[config.mk]
export PLATFORM = sky130hd
export DESIGN_NAME = dp_sequencer
export DESIGN_NICKNAME = d
export VERILOG_FILES = /design/src/rtl/dp_sequencer.sv
export SDC_FILE = /design/constraint.sdc
export NUM_CORES = 1
export LEC_CHECK = 0
export BUFFER_PORTS_ARGS = -buffer_cell sky130_fd_sc_hd__buf_2
export CORE_MARGIN = 3
export CORE_UTILIZATION = 45
export CTS_CLUSTER_DIAMETER = 40
export DETAILED_ROUTE_END_ITERATION = 16
export PLACE_DENSITY_LB_ADDON = 0.15
export SYNTH_ARGS = -nofsm -noshare
export SYNTH_HDL_FRONTEND = slang
export SYNTH_SLANG_ARGS = --single-unit
export TNS_END_PERCENT = 20
[constraint.sdc]
create_clock -name clk -period 3.66 [get_ports clk]
set_input_delay 0.732 -clock clk [delete_from_list [all_inputs] [get_ports clk]]
set_output_delay 0.732 -clock clk [all_outputs]
set_load 0.02 [all_outputs]
[src/rtl/dp_sequencer.sv]
// dp_sequencer: multi-cycle fetch/decode/execute controller for the 16x16 register-file datapath.
// Latency: 2 cycles per ALU/ALUI/branch/JMP/NOP, 3 for ST and 4 for LD, plus memory wait cycles.
// Backpressure: each request is held until its ack arrives. Acks outside FETCH/MEM are ignored.
//
// Ports:
//   clk, rst_n                     clock and synchronous active-low reset
//   start                          leave IDLE (sampled in IDLE only)
//   imem_req/addr/ack/rdata        instruction fetch handshake; addr is pc
//   dmem_req/we/addr/wdata/ack/rdata  data handshake; addr = busa, wdata = busb
//   busa, busb, z, n               datapath operand buses and flags
//   control, constant, data        datapath control word, constant and load data
//   pc, halted                     program counter and HALT indicator
module dp_sequencer #(
  parameter logic [15:0] RESET_PC = 16'h0000
) (
  input  logic        clk,
  input  logic        rst_n,
  input  logic        start,
  output logic        imem_req,
  output logic [15:0] imem_addr,
  input  logic        imem_ack,
  input  logic [31:0] imem_rdata,
  output logic        dmem_req,
  output logic        dmem_we,
  output logic [15:0] dmem_addr,
  output logic [15:0] dmem_wdata,
  input  logic        dmem_ack,
  input  logic [15:0] dmem_rdata,
  input  logic [15:0] busa,
  input  logic [15:0] busb,
  input  logic        z,
  input  logic        n,
  output logic [25:0] control,
  output logic [15:0] constant,
  output logic [15:0] data,
  output logic [15:0] pc,
  output logic        halted
);

  typedef enum logic [2:0] {
    S_IDLE, S_FETCH, S_EXEC, S_MEM, S_WB, S_HALT
  } state_t;

  localparam logic [3:0] OP_ALU  = 4'h1;
  localparam logic [3:0] OP_ALUI = 4'h2;
  localparam logic [3:0] OP_LD   = 4'h3;
  localparam logic [3:0] OP_ST   = 4'h4;
  localparam logic [3:0] OP_BZ   = 4'h5;
  localparam logic [3:0] OP_BN   = 4'h6;
  localparam logic [3:0] OP_JMP  = 4'h7;
  localparam logic [3:0] OP_HALT = 4'hF;

  state_t      state, state_nxt;
  logic [31:0] ir;
  logic [15:0] pc_nxt;
  logic        ir_ld;
  logic        data_ld;

  logic [3:0]  op, da, aa, ba;
  logic [15:0] imm;

  assign op  = ir[31:28];
  assign da  = ir[27:24];
  assign aa  = ir[23:20];
  assign ba  = ir[19:16];
  assign imm = ir[15:0];

  assign imem_addr = pc;

  // control = {DA[25:22], AA[21:18], BA[17:14], MB[13], FS[12:9], SS[8:6], SA[5:2], MD[1], RW[0]}
  always_comb begin
    state_nxt  = state;
    pc_nxt     = pc;
    ir_ld      = 1'b0;
    data_ld    = 1'b0;
    control    = 26'b0;
    constant   = 16'h0000;
    imem_req   = 1'b0;
    dmem_req   = 1'b0;
    dmem_we    = 1'b0;
    dmem_addr  = 16'h0000;
    dmem_wdata = 16'h0000;
    halted     = 1'b0;

    case (state)
      S_IDLE: begin
        if (start) state_nxt = S_FETCH;
      end

      S_FETCH: begin
        imem_req = 1'b1;
        if (imem_ack) begin
          ir_ld     = 1'b1;
          pc_nxt    = pc + 16'd1;
          state_nxt = S_EXEC;
        end
      end

      S_EXEC: begin
        state_nxt = S_FETCH;
        case (op)
          OP_ALU: begin
            control = {da, aa, ba, 1'b0, imm[3:0], imm[6:4], imm[10:7], 1'b0, 1'b1};
          end
          OP_ALUI: begin
            // The ba field carries the function select for immediate ops.
            control  = {da, aa, 4'd0, 1'b1, ba, 3'b111, 4'd0, 1'b0, 1'b1};
            constant = imm;
          end
          OP_LD, OP_ST: begin
            state_nxt = S_MEM;
          end
          OP_BZ, OP_BN: begin
            // FS=0000 passes A through so the datapath flags reflect register aa.
            control = {4'd0, aa, 4'd0, 1'b0, 4'd0, 3'd0, 4'd0, 1'b0, 1'b0};
            // pc already points past the branch; imm is the full 16-bit signed offset.
            if ((op == OP_BZ && z) || (op == OP_BN && n)) pc_nxt = pc + imm;
          end
          OP_JMP: begin
            pc_nxt = imm;
          end
          OP_HALT: begin
            state_nxt = S_HALT;
          end
          default: ;
        endcase
      end

      S_MEM: begin
        control    = {4'd0, aa, ba, 1'b0, 4'd0, 3'b111, 4'd0, 1'b0, 1'b0};
        dmem_req   = 1'b1;
        dmem_we    = (op == OP_ST);
        dmem_addr  = busa;
        dmem_wdata = busb;
        if (dmem_ack) begin
          if (op == OP_ST) begin
            state_nxt = S_FETCH;
          end else begin
            data_ld   = 1'b1;
            state_nxt = S_WB;
          end
        end
      end

      S_WB: begin
        control   = {da, 4'd0, 4'd0, 1'b0, 4'd0, 3'd0, 4'd0, 1'b1, 1'b1};
        state_nxt = S_FETCH;
      end

      S_HALT: begin
        halted = 1'b1;
      end

      default: state_nxt = S_IDLE;
    endcase
  end

  always_ff @(posedge clk) begin
    if (!rst_n) begin
      state <= S_IDLE;
      pc    <= RESET_PC;
      ir    <= 32'h0;
      data  <= 16'h0;
    end else begin
      state <= state_nxt;
      pc    <= pc_nxt;
      if (ir_ld)   ir   <= imem_rdata;
      if (data_ld) data <= dmem_rdata;
    end
  end

endmodule

## After elaboration in Yosys (flattened, before gate mapping)

Cells that the tools add are included.

| storage, ports and cells | value |
|---|---|
| output and inout bits | 126 |
| logic and storage cells | 59 |
| bits in registers | 67 |

| cells by class | value |
|---|---|
| reductions and logical operators | 9 |
| $add $sub $neg | 2 |
| equality and inequality tests | 18 |
| multiplexer cells | 25 |
| bitwise operators | 1 |

Operators by type and width:

| kind | count |
|---|---|
| $pmux 26 s3 | 2 |
| $mux 16 | 6 |
| $pmux 16 s2 | 2 |
| $pmux 3 s6 | 1 |
| $add 16x1->16 const B | 1 |
| $add 16x16->16 | 1 |
| $eq 4x3->1 const B | 4 |
| $mux 3 | 4 |
| $mux 1 | 9 |
| $eq 4x2->1 const B | 2 |
| $reduce_and 4->1 | 2 |
| $eq 3x2->1 const B | 2 |
| $eq 3x3->1 const B | 2 |
| $ne 2x2->1 const B | 3 |
| $pmux 3 s2 | 1 |
| $eq 4x1->1 const B | 1 |
| $eq 4x4->1 const B | 1 |
| $reduce_or 2->1 | 2 |
| $eq 3x1->1 const B | 1 |
| $logic_not 3->1 | 1 |
| $ne 3x2->1 const B | 1 |
| $ne 3x3->1 const B | 1 |
| $logic_and 1x1->1 | 2 |
| $reduce_bool 2->1 | 1 |
| other kinds (2) | 2 |

## Logic depth before layout (Yosys ltp)

Gate-level depths: netlist (run 1).

| logic depth | value |
|---|---|
| depth after elaboration | 6 |
| gate-level depth with buffers | 9 |

## Least setup slack after synthesis (run 1)

Ideal clock, no wire load.

| path | value |
|---|---|
| kind | register -> output |
| start point | reg state[2] |
| end point | out control[7] |
| data arrival time | 1.710 ns |
| stages on the path, launching flop included | 6 |
| path slack | 1.218 ns |
| data required time | 2.928 ns |
| path through | dfxtp_1 or2_4 nor2_1 clkbuf_1 and2_1 a211o_1 |

| on the way | value |
|---|---|
| word-level cells in the longest chain between the ends | 2 |
| elaborated cells on any way between the ends | 4 |
| classes of those cells | 3 x eq/ne; 1 x mux |

Ends and longest elaborated chain:

| element | line | RTL |
|---|---|---|
| from (decl) | 53 | `state_t state, state_nxt;` |
| from (signal assigned) | 165 | `state <= state_nxt;` |
| $eq 3x3->1 / $eq 3x2->1 (equally long branches) | 85 | `case (state)` |
| $pmux 26 s3 * | 85 |  |
| to (decl) | 33 | `output logic [25:0] control,` |

Mark *: on every way between the ends. The rest lies on a longest branch, timed or not.

## Final worst setup path (run 1)

| path | value |
|---|---|
| start point | reg state[1] |
| end point | out control[8] |

The elaborated chain is that of the path after synthesis.

==> results of run 1 <==
## how the worst max path moves through the flow
stage	startpoint	endpoint	slack, ns	cells after the start
finish	state[1]$_SDFFE_PN0P_	control[8]	0.67	5
global route	state[1]$_SDFFE_PN0P_	control[8]	0.50	5
CTS	state[0]$_SDFFE_PN0P_	control[8]	0.68	5
detailed placement	state[0]$_SDFFE_PN0P_	control[8]	1.06	5
global placement	state[0]$_SDFFE_PN0P_	control[7]	1.17	5
floorplan	state[2]$_SDFFE_PN0P_	control[7]	1.22	5
## tightest hold or removal path: stages (launching register included)
cell and delay, ns:
dfxtp_1 0.31, nand2_1 0.05, a21oi_1 0.05
## sequential cells by signal, summed over array words and instances (netlist names)
register and cells:
ir 32, data 16, imem_addr 16, state 3
## Yosys cell counts, types with 3 or more instances
| cell type | n |
|---|---|
| nand2_1 | 127 |
| a21oi_1 | 83 |
| dfxtp_1 | 67 |
| and2_1 | 45 |
| nor2_1 | 38 |
| clkbuf_1 | 30 |
| and3_1 | 27 |
| o21ai_0 | 18 |
| buf_4 | 16 |
| ha_1 | 16 |
| nand3_1 | 16 |
| nor3_1 | 13 |
| inv_1 | 11 |
| a31oi_1 | 9 |
| xnor2_1 | 9 |
| o21ai_1 | 7 |
| buf_2 | 6 |
| nor2b_1 | 6 |
| nor4_1 | 6 |
| nand2b_1 | 5 |
| o211ai_1 | 5 |
| a211o_1 | 4 |
| a211oi_1 | 4 |
| a21o_1 | 4 |
| a22oi_1 | 4 |
| mux2i_1 | 4 |
| or3_1 | 4 |
| a311oi_1 | 3 |
| buf_1 | 3 |
| nand4_1 | 3 |
| o21bai_1 | 3 |
## power by group
part           switching (uW)  internal [uW]
Clock                     327            388
Sequential               36.2            752
Combinational             157            102
## layout make-up
class / instances / area (sq um) / share of cell area
flip-flops and latches: 67 / 1340 / 0.233
well taps: 129 / 161 / 0.0281
repair buffers: 220 / 1120 / 0.195
clock buffers: 9 / 124 / 0.0215
clock inverters: 7 / 98.8 / 0.0172
multi-input cells: 501 / 2860 / 0.498
inverters: 11 / 41.3 / 0.00718
## cell families (layout without fill, tap and decap cells)
group	Yosys count	after routing
muxes	4	4
adders and majority gates	17	17
DFF	67	67
xor gates and xnor gates	10	10
and+or+nand+nor	305	305
AOI/OAI and AO/OA	165	165
buffers and inverters	67	247
## through the flow
stage | setup slack, ns | cell area (sq um)
2_1_floorplan | 1.22 | 4520
3_3_place_gp | 1.17 | 5530
3_5_place_dp | 1.06 | 5530
4_1_cts | 0.683 | 5750
5_1_grt | 0.498 | 5750
6_report | 0.674 | 5750
## per-layer routing
layer,GRT usage,share of wire,up-vias
met5,0,0,-
met4,0.0851,0.021,0
met3,0.0546,0.093,32
met2,0.426,0.47,295
met1,0.351,0.42,2463
li1,-,-,2553
==> run summary, run 1 <==
status: completed
HPWL Detailed: 11,600 microns
first-pass GRT wire length: 24,200 microns
setup repair bufs after CTS: 0
Rows: 35
worst-margin pin slew: 0.717 ns
Nets: 914
First DRT Iteration DRCs: 606
vias per cell: 5.66
fmax: 0.335 GHz
final hold vios: 0
antenna violations before repair: 0
Rel. slew slack: 0.521
gr ovfl total: 0
total wire length: 15,600 microns
Placeable Area: 0.00950 sq mm
post-cts resize count: 0
# diodes: 0
Clock Skew: 0.00823 ns
die width: 106 microns
commonest non-fill, non-tap cell in the layout: buf_2
height of the die: 106 microns
R2R Path Start: imem_addr[0]$_SDFFE_PN0P_
Finish-stage setup viols: 0
asr flop ratio synth: 0
CTS Root Cell: clkbuf_8
RePlAce Congestion: 0.934
leakage: 0.00276 uW
Clock Path Buffers: 2
Post-Synth Adder-Cell Area: 0.0487
global-route usage over all layers: 0.263
peak supply drop: 0.206 mV
synthesized flop and latch total: 67
Crit path largest cell delay: 0.61 ns
critical-path cell list: inv_1 > nor2_2 > and2_1 > a211o_1 > buf_2
post-route insts no fill: 944
R2R cell count: 8
DR DRC count: 0
flop-to-flop setup slack: 1.11 ns
Cells after Synth: 635
number of synthesized flops with an enable pin: 0
Clock Latency Late Sink: 0.35 ns
most frequent cells in the layout: buf_2 (212), nand2_1 (127), a21oi_1 (83)
XOR/XNOR Fraction of Synth Area: 0.0194
synthesis-to-layout area growth: 27.1%
type of the worst setup path: reg2out
worst hold stages: 2
total CTS buffers: 9
Sink Count: 67
syn_area_per_cell: 7.12 sq um
CP Max Fanout: 23
pwr dens: 306 mW/mm^2
WL per Instance: 16.5 microns
Crit path max-delay family: simple AND/OR/NAND/NOR gates
Synth Area in Compound Gates: 0.222
Post-CTS Hold Buffers: 0
Ports: 213
Netlist Area Pre-Place: 0.00452 sq mm
top cells by area, synth: dfxtp_1 (30%), nand2_1 (11%), a21oi_1 (9.2%), and2_1 (6.2%), ha_1 (4.4%)
dominant cell type by area after synthesis: dfxtp_1
cell total after placement: 928
Synth Flop Type: dfxtp_1
min Tclk post-route: 2.99 ns
drt first pass iters: 7
vias in the first global route: 4,838
Synth Area in Simple Gates: 0.332
largest family of logic cells by synthesized area: simple AND/OR/NAND/NOR gates
yosys warns: 0
hold wc startpoint: data[13]$_SDFFE_PN0P_
clock tree from TritonCTS: yes
synth unique cells: 60
# fillers: 886
Initial Utilization: 0.476
hold endpoint: data[13]$_SDFFE_PN0P_
final antenna-violating net count: 0
total power draw: 1760 uW
number of max-cap violations: 0
CP Capture Type: output pin
clk slew on worst S/H paths: 0.08 ns
WP data arrival: 2.25 ns
share of cells above drive strength 1: 0.308
vias post-DR: 5,343
hold crit path type: reg2reg
Crit-path slowest cell: nor2_2
die area: 0.0113 sq mm
htree depth: 3
Buf/Inv on CP: 2
Worst Setup Start Kind: flip-flop
final worst path period share: 0.816
pin count of the biggest net entering global routing: 48
Setup TNS: 0 ns
R2R Path End: imem_addr[12]$_SDFFE_PN0P_
max-slew violation count: 0
Synth top area share: 0.296
Finished Core Util: 0.605
Port Buffers: 212
required time worst endpoint: 2.93 ns
Syn Nets: 739
Seq/Total Area, Yosys: 0.296
RSZ-0062 raised after global routing: no
hold_ws: 0.454 ns
mux contribution to synthesized area: 0.00885
No activity file was read; power rests on OpenSTA's default activity.
==> run 2, diff against run 1 <==
==> constraint.sdc (replaced) <==
create_clock -name clk -period 2.9 [get_ports clk]
set_input_delay 0.58 -clock clk [delete_from_list [all_inputs] [get_ports clk]]
set_output_delay 0.58 -clock clk [all_outputs]
set_load 0.02 [all_outputs]
==> run 2 against run 1 <==
- sequential power is 25% higher
- non-clock buffer count is 9 higher
- total power is 23% higher
- cell count is 0.95% higher
- hold slack worse by 0.0054 ns
- critical endpoint is now control[23]
- largest cell class unchanged
- highest routed layer unchanged
==> run summary, run 2 (synthesis results as in run 1) <==
hold_ws: 0.448 ns (-0.00536 ns)
RSZ-0062 raised after global routing: no
CP Capture Type: output pin
fmax: 0.372 GHz
total wire length: 15,500 microns (-0.76%)
# diodes: 0 (unchanged)
WL per Instance: 16.2 microns (-1.7%)
Gate power share: 0.159 (+0.012)
# fillers: 916 (+3.4%)
number of max-cap violations: 0 (unchanged)
required time worst endpoint: 2.32 ns (-0.61 ns)
Finish-stage setup viols: 0 (unchanged)
antenna violations before repair: 0 (unchanged)
final antenna-violating net count: 0 (unchanged)
R2R Path Start: imem_addr[0]$_SDFFE_PN0P_
Clock Skew: 0.0134 ns (+0.00518 ns)
Rel. slew slack: 0.509 (-0.0123)
Rows: 35 (unchanged)
peak supply drop: 0.271 mV (+31%)
sw frac: 0.310 (+0.0153)
share of cells above drive strength 1: 0.317 (+0.00877)
HPWL Detailed: 11,700 microns (+0.73%)
drt first pass iters: 5 (-2)
most frequent cells in the layout: buf_2 (212), nand2_1 (127), a21oi_1 (83)
vias in the first global route: 4,891 (+1.1%)
R2R Path End: imem_addr[12]$_SDFFE_PN0P_
hold crit path type: in2reg
Largest Register: ir
footprint of the multi-input gates: 0.00286 sq mm (unchanged)
clk slew on worst S/H paths: 0.09 ns (about the same)
max-slew violation count: 0 (unchanged)
CTS Root Cell: clkbuf_8
worst hold stages: 3 (+1)
crit path from: state[2]$_SDFFE_PN0P_
Setup TNS: 0 ns (unchanged)
CP Max Fanout: 16 (-30%)
synthesis-to-layout area growth: 28.3%
pwr dens: 374 mW/mm^2 (+22%)
final worst path period share: 0.927
htree depth: 3 (unchanged)
Clock Path Buffers: 2 (unchanged)
WP data arrival: 2.11 ns (-0.14 ns)
die width: 106 microns (unchanged)
worst-margin pin slew: 0.736 ns (+0.0184 ns)
max FFs per register: 32 (unchanged)
R2R cell count: 8 (unchanged)
vias post-DR: 5,353 (+0.19%)
clock tree from TritonCTS: yes
total CTS buffers: 9 (unchanged)
gr ovfl total: 0 (unchanged)
first-pass GRT wire length: 24,600 microns (+1.7%)
Placeable Area: 0.00950 sq mm (unchanged)
Worst Setup Start Kind: flip-flop
Nets: 923 (+0.98%)
min Tclk post-route: 2.69 ns
RePlAce Congestion: 0.944 (+1.0%)
Worst Setup EP: control[23]
status: completed
Clock Latency Late Sink: 0.36 ns (about the same)
Finished Core Util: 0.611 (+0.00566)
die area: 0.0113 sq mm (unchanged)
vias per cell: 5.62 (-0.76%)
total power draw: 2170 uW (+23%)
sequential cell area: 0.00134 sq mm (about the same)
setup repair bufs after CTS: 0 (unchanged)
Ports: 213 (unchanged)
clock power share: 0.386 (-0.020)
P_int: 1500 uW (+21%)
Port Buffers: 212 (unchanged)
commonest non-fill, non-tap cell in the layout: buf_2
height of the die: 106 microns (unchanged)
Initial Utilization: 0.476 (unchanged)
Reg power frac: 0.455 (+0.008)
type of the worst setup path: reg2out
flop-to-flop setup slack: 0.41 ns (-0.70 ns)
DR DRC count: 0 (unchanged)
global-route usage over all layers: 0.266 (+0.00259)
Sink Count: 67 (unchanged)
final hold vios: 0 (unchanged)
pin count of the biggest net entering global routing: 52 (+8.3%)
P_sw: 674 uW (+30%)
leakage: 0.00280 uW (+1.5%)
First DRT Iteration DRCs: 571 (-5.8%)
==> run 2: cell count changes in the layout (fill, tap and decap cells not counted) <==
cell       change
clkinv_4       +1
bufinv_16      -1
buf_4          +9
clkinv_2       -1
inv_8          +1
dfxtp_1        -1
dfxtp_2        +1
==> run 2: layout make-up <==
type / count / area share
tap: 129 / 0.0278
timing repair buffer: 229 / 0.205
sequential: 67 / 0.231
multi-input combinational: 501 / 0.493
inverter: 11 / 0.00711
clock inverter: 7 / 0.0144
clock buffer: 9 / 0.0213
==> run 2: repair_timing <==
action	in CTS	in global routing
resized for setup	0	1
hold buffers	0	0
endpoints found under the setup margin	0	1
==> run 2: worst min path at each step <==
stage / start / slack (ns) / end
floorplan: ir[20]$_SDFFE_PN0P_ / 0.43 / ir[20]$_SDFFE_PN0P_
global route: dmem_rdata[10] / 0.44 / data[10]$_SDFFE_PN0P_
CTS: dmem_rdata[6] / 0.44 / data[6]$_SDFFE_PN0P_
global placement: data[9]$_SDFFE_PN0P_ / 0.44 / data[9]$_SDFFE_PN0P_
detailed placement: data[13]$_SDFFE_PN0P_ / 0.44 / data[13]$_SDFFE_PN0P_
finish: imem_rdata[22] / 0.45 / ir[22]$_SDFFE_PN0P_
==> run 2: through the flow <==
step / instance area, sq um / setup WS [ns] / instances
after floorplan: 4520 / 0.610 / 635
after CTS: 5800 / 0.182 / 953
after detailed placement: 5600 / 0.455 / 937
after global placement: 5600 / 0.513 / 937
after global routing: 5810 / 0.0286 / 953
final: 5810 / 0.213 / 953
==> run 2: power by group through the flow <==
stage / registers (uW) / logic, uW / clock network, uW
2_1_floorplan: 999 / 208 / 0
3_3_place_gp: 1010 / 334 / 0
3_5_place_dp: 1010 / 341 / 0
4_1_cts: 986 / 342 / 846
5_1_grt: 992 / 381 / 892
6_report: 988 / 345 / 839
==> run 2: routing by layer <==
| metal | GRT usage | vias up | wire length [microns] |
|---|---|---|---|
| met4 | 0.0657 | 0 | 232 |
| met1 | 0.377 | 2444 | 6640 |
| met2 | 0.420 | 310 | 7100 |
| met5 | 0 | - | 0 |
| met3 | 0.0455 | 23 | 1490 |
| li1 | - | 2576 | - |
==> run 2: critical path, cell delays in order (launching register included) <==
cell     delay, ns
dfxtp_1       0.40
or2_4         0.32
or2_2         0.45
nor2_1        0.16
nor2_1        0.11
nor2b_1       0.13
buf_2         0.17
==> run 3, diff against run 2 <==
--- a/config.mk
+++ b/config.mk
@@ -10,7 +10,7 @@
 export CORE_UTILIZATION = 45
 export CTS_CLUSTER_DIAMETER = 40
 export DETAILED_ROUTE_END_ITERATION = 16
-export PLACE_DENSITY_LB_ADDON = 0.15
+export PLACE_DENSITY_LB_ADDON = 0.2
 export SYNTH_ARGS = -nofsm -noshare
 export SYNTH_HDL_FRONTEND = slang
 export SYNTH_SLANG_ARGS = --single-unit
==> run 3 against run 2 <==
- combinational power is 2% lower
- critical endpoint is now constant[3]
- die area stayed put
- critical path type unchanged
- highest routed layer unchanged
- sequential power is 0.4% higher
- clock skew is 0.0043 ns higher
- largest power group unchanged
- largest cell class unchanged
- worst setup slack worse by 0.12 ns
- hold slack better by 0.0011 ns
==> run summary, run 3 (synthesis results as in run 1) <==
post-route insts no fill: 951 (-0.21%)
final worst path period share: 0.968 (+0.0410)
die width: 106 microns (unchanged)
drt first pass iters: 5 (unchanged)
peak supply drop: 0.274 mV (+1.0%)
Nets: 921 (-0.22%)
CP Max Fanout: 20 (+4)
synthesis-to-layout area growth: 27.9%
Post-CTS Hold Buffers: 0 (unchanged)
flop-to-flop setup slack: 0.40 ns (about the same)
post-route design area: 0.00579 sq mm (-0.32%)
Sink Count: 67 (unchanged)
Crit-path slowest cell: dfxtp_1
R2R Path End: imem_addr[14]$_SDFFE_PN0P_
Worst Setup EP: constant[3]
die area: 0.0113 sq mm (unchanged)
RePlAce Congestion: 0.927 (-1.7%)
share of cells above drive strength 1: 0.315 (-0.00166)
M1 GR Usage: 0.353 (-0.0236)
most frequent cells in the layout: buf_2 (212), nand2_1 (127), a21oi_1 (83)
Rows: 35 (unchanged)
DP Area: 0.00558 sq mm (-0.27%)
sequential cell area: 0.00134 sq mm (unchanged)
max-slew violation count: 0 (unchanged)
CTS Root Cell: clkbuf_8
Clock Latency Late Sink: 0.36 ns (about the same)
cell total after placement: 935 (-0.21%)
commonest non-fill, non-tap cell in the layout: buf_2
Finished Core Util: 0.609 (-0.00198)
gr ovfl total: 0 (unchanged)
Largest Register: ir
DR DRC count: 0 (unchanged)
fmax: 0.356 GHz (-4.2%)
clk slew on worst S/H paths: 0.09 ns (about the same)
status: completed
WP data arrival: 2.23 ns (+0.12 ns)
Clock Skew: 0.0177 ns (+0.00426 ns)
Initial Utilization: 0.476 (unchanged)
# fillers: 892 (-2.6%)
antenna violations before repair: 0 (unchanged)
final hold vios: 0 (unchanged)
hold crit path type: in2reg
GR Layer Usage met3: 0.0692 (+0.0237)
pin count of the biggest net entering global routing: 36 (-31%)
HPWL Detailed: 11,800 microns (+1.3%)
Finish-stage setup viols: 0 (unchanged)
critical-path cell list: inv_1 > nor2_2 > buf_4 > and3_1 > buf_2
Ports: 213 (unchanged)
total wire length: 15,600 microns (+0.65%)
First DRT Iteration DRCs: 512 (-10%)
GR Util met2: 0.407 (-0.0136)
R2R Path Start: imem_addr[0]$_SDFFE_PN0P_
vias post-DR: 5,327 (-0.49%)
footprint of the multi-input gates: 0.00286 sq mm (unchanged)
worst-margin pin slew: 0.730 ns (-0.00536 ns)
min Tclk post-route: 2.81 ns (+0.119 ns)
required time worst endpoint: 2.32 ns (about the same)
WL per Instance: 16.4 microns (+0.86%)
# diodes: 0 (unchanged)
busiest grt layer: met2
total power draw: 2170 uW (-0.30%)
R2R cell count: 8 (unchanged)
Rel. slew slack: 0.513 (+0.00358)
clock tree from TritonCTS: yes
RSZ-0062 raised after global routing: yes
leakage: 0.00278 uW (-0.58%)
vias per cell: 5.60 (-0.28%)
hold_ws: 0.449 ns (+0.00112 ns)
type of the worst setup path: reg2out
crit path from: state[1]$_SDFFE_PN0P_
Placeable Area: 0.00950 sq mm (unchanged)
total CTS buffers: 9 (unchanged)
CP Capture Type: output pin
first-pass GRT wire length: 24,400 microns (-0.82%)
global-route usage over all layers: 0.266 (-0.000358)
pwr dens: 374 mW/mm^2 (about the same)
height of the die: 106 microns (unchanged)
Clock Path Buffers: 2 (unchanged)
max FFs per register: 32 (unchanged)
Worst Setup Start Kind: flip-flop
vias in the first global route: 4,919 (+0.57%)
number of max-cap violations: 0 (unchanged)
Crit path largest cell delay: 0.54 ns (+0.09 ns)
htree depth: 3 (unchanged)
final antenna-violating net count: 0 (unchanged)
Port Buffers: 212 (unchanged)
run 3: what timing repair did:
| item | in CTS | in global routing |
|---|---|---|
| endpoints found under the setup margin | 0 | 11 |
| gates resized for setup | 0 | 1 |
| setup buffers | 0 | 0 |
run 3: per-layer routing:
metal  vias to the layer above  wire length (microns)  share of wire
met5                         -                      0              0
met4                         0                    510          0.033
met3                        49                   1580           0.10
met2                       280                   7030           0.45
met1                      2428                   6440           0.41
li1                       2570                      -              -
run 3: power breakdown:
| group | total [uW] | leakage [uW] | internal, uW | switching [uW] |
|---|---|---|---|---|
| sequential | 992 | 0.000543 | 949 | 42.6 |
| clock | 836 | 0.0000973 | 409 | 426 |
| combinational | 338 | 0.00214 | 134 | 204 |
run 3: worst min-delay path by stage:
stage | slack (ns) | from | to | depth (start not counted)
floorplan | 0.43 | ir[20]$_SDFFE_PN0P_ | ir[20]$_SDFFE_PN0P_ | 2
global placement | 0.44 | ir[21]$_SDFFE_PN0P_ | ir[21]$_SDFFE_PN0P_ | 2
detailed placement | 0.44 | data[7]$_SDFFE_PN0P_ | data[7]$_SDFFE_PN0P_ | 2
CTS | 0.43 | dmem_rdata[3] | data[3]$_SDFFE_PN0P_ | 3
global route | 0.44 | dmem_rdata[1] | data[1]$_SDFFE_PN0P_ | 3
finish | 0.45 | dmem_rdata[3] | data[3]$_SDFFE_PN0P_ | 3
run 3: through the flow:
stage	worst slack [ns]	TNS, ns
2_1_floorplan	0.610	0
3_3_place_gp	0.538	0
3_5_place_dp	0.457	0
4_1_cts	0.143	0
5_1_grt	-0.0147	-0.0489
6_report	0.0942	0
run 3: layout make-up:
| class | count | area share |
|---|---|---|
| Multi-Input combinational cell | 501 | 0.495 |
| Clock inverter | 7 | 0.0138 |
| Timing Repair Buffer | 227 | 0.203 |
| Sequential cell | 67 | 0.232 |
| Clock buffer | 9 | 0.0214 |
| Inverter | 11 | 0.00714 |
| Tap cell | 129 | 0.0279 |
run 3: critical path, delay by kind of cell (launching register included):
kind	cells	cell delay, ns
buf+inv	3	0.70
simple gates	2	0.62
flops	1	0.54
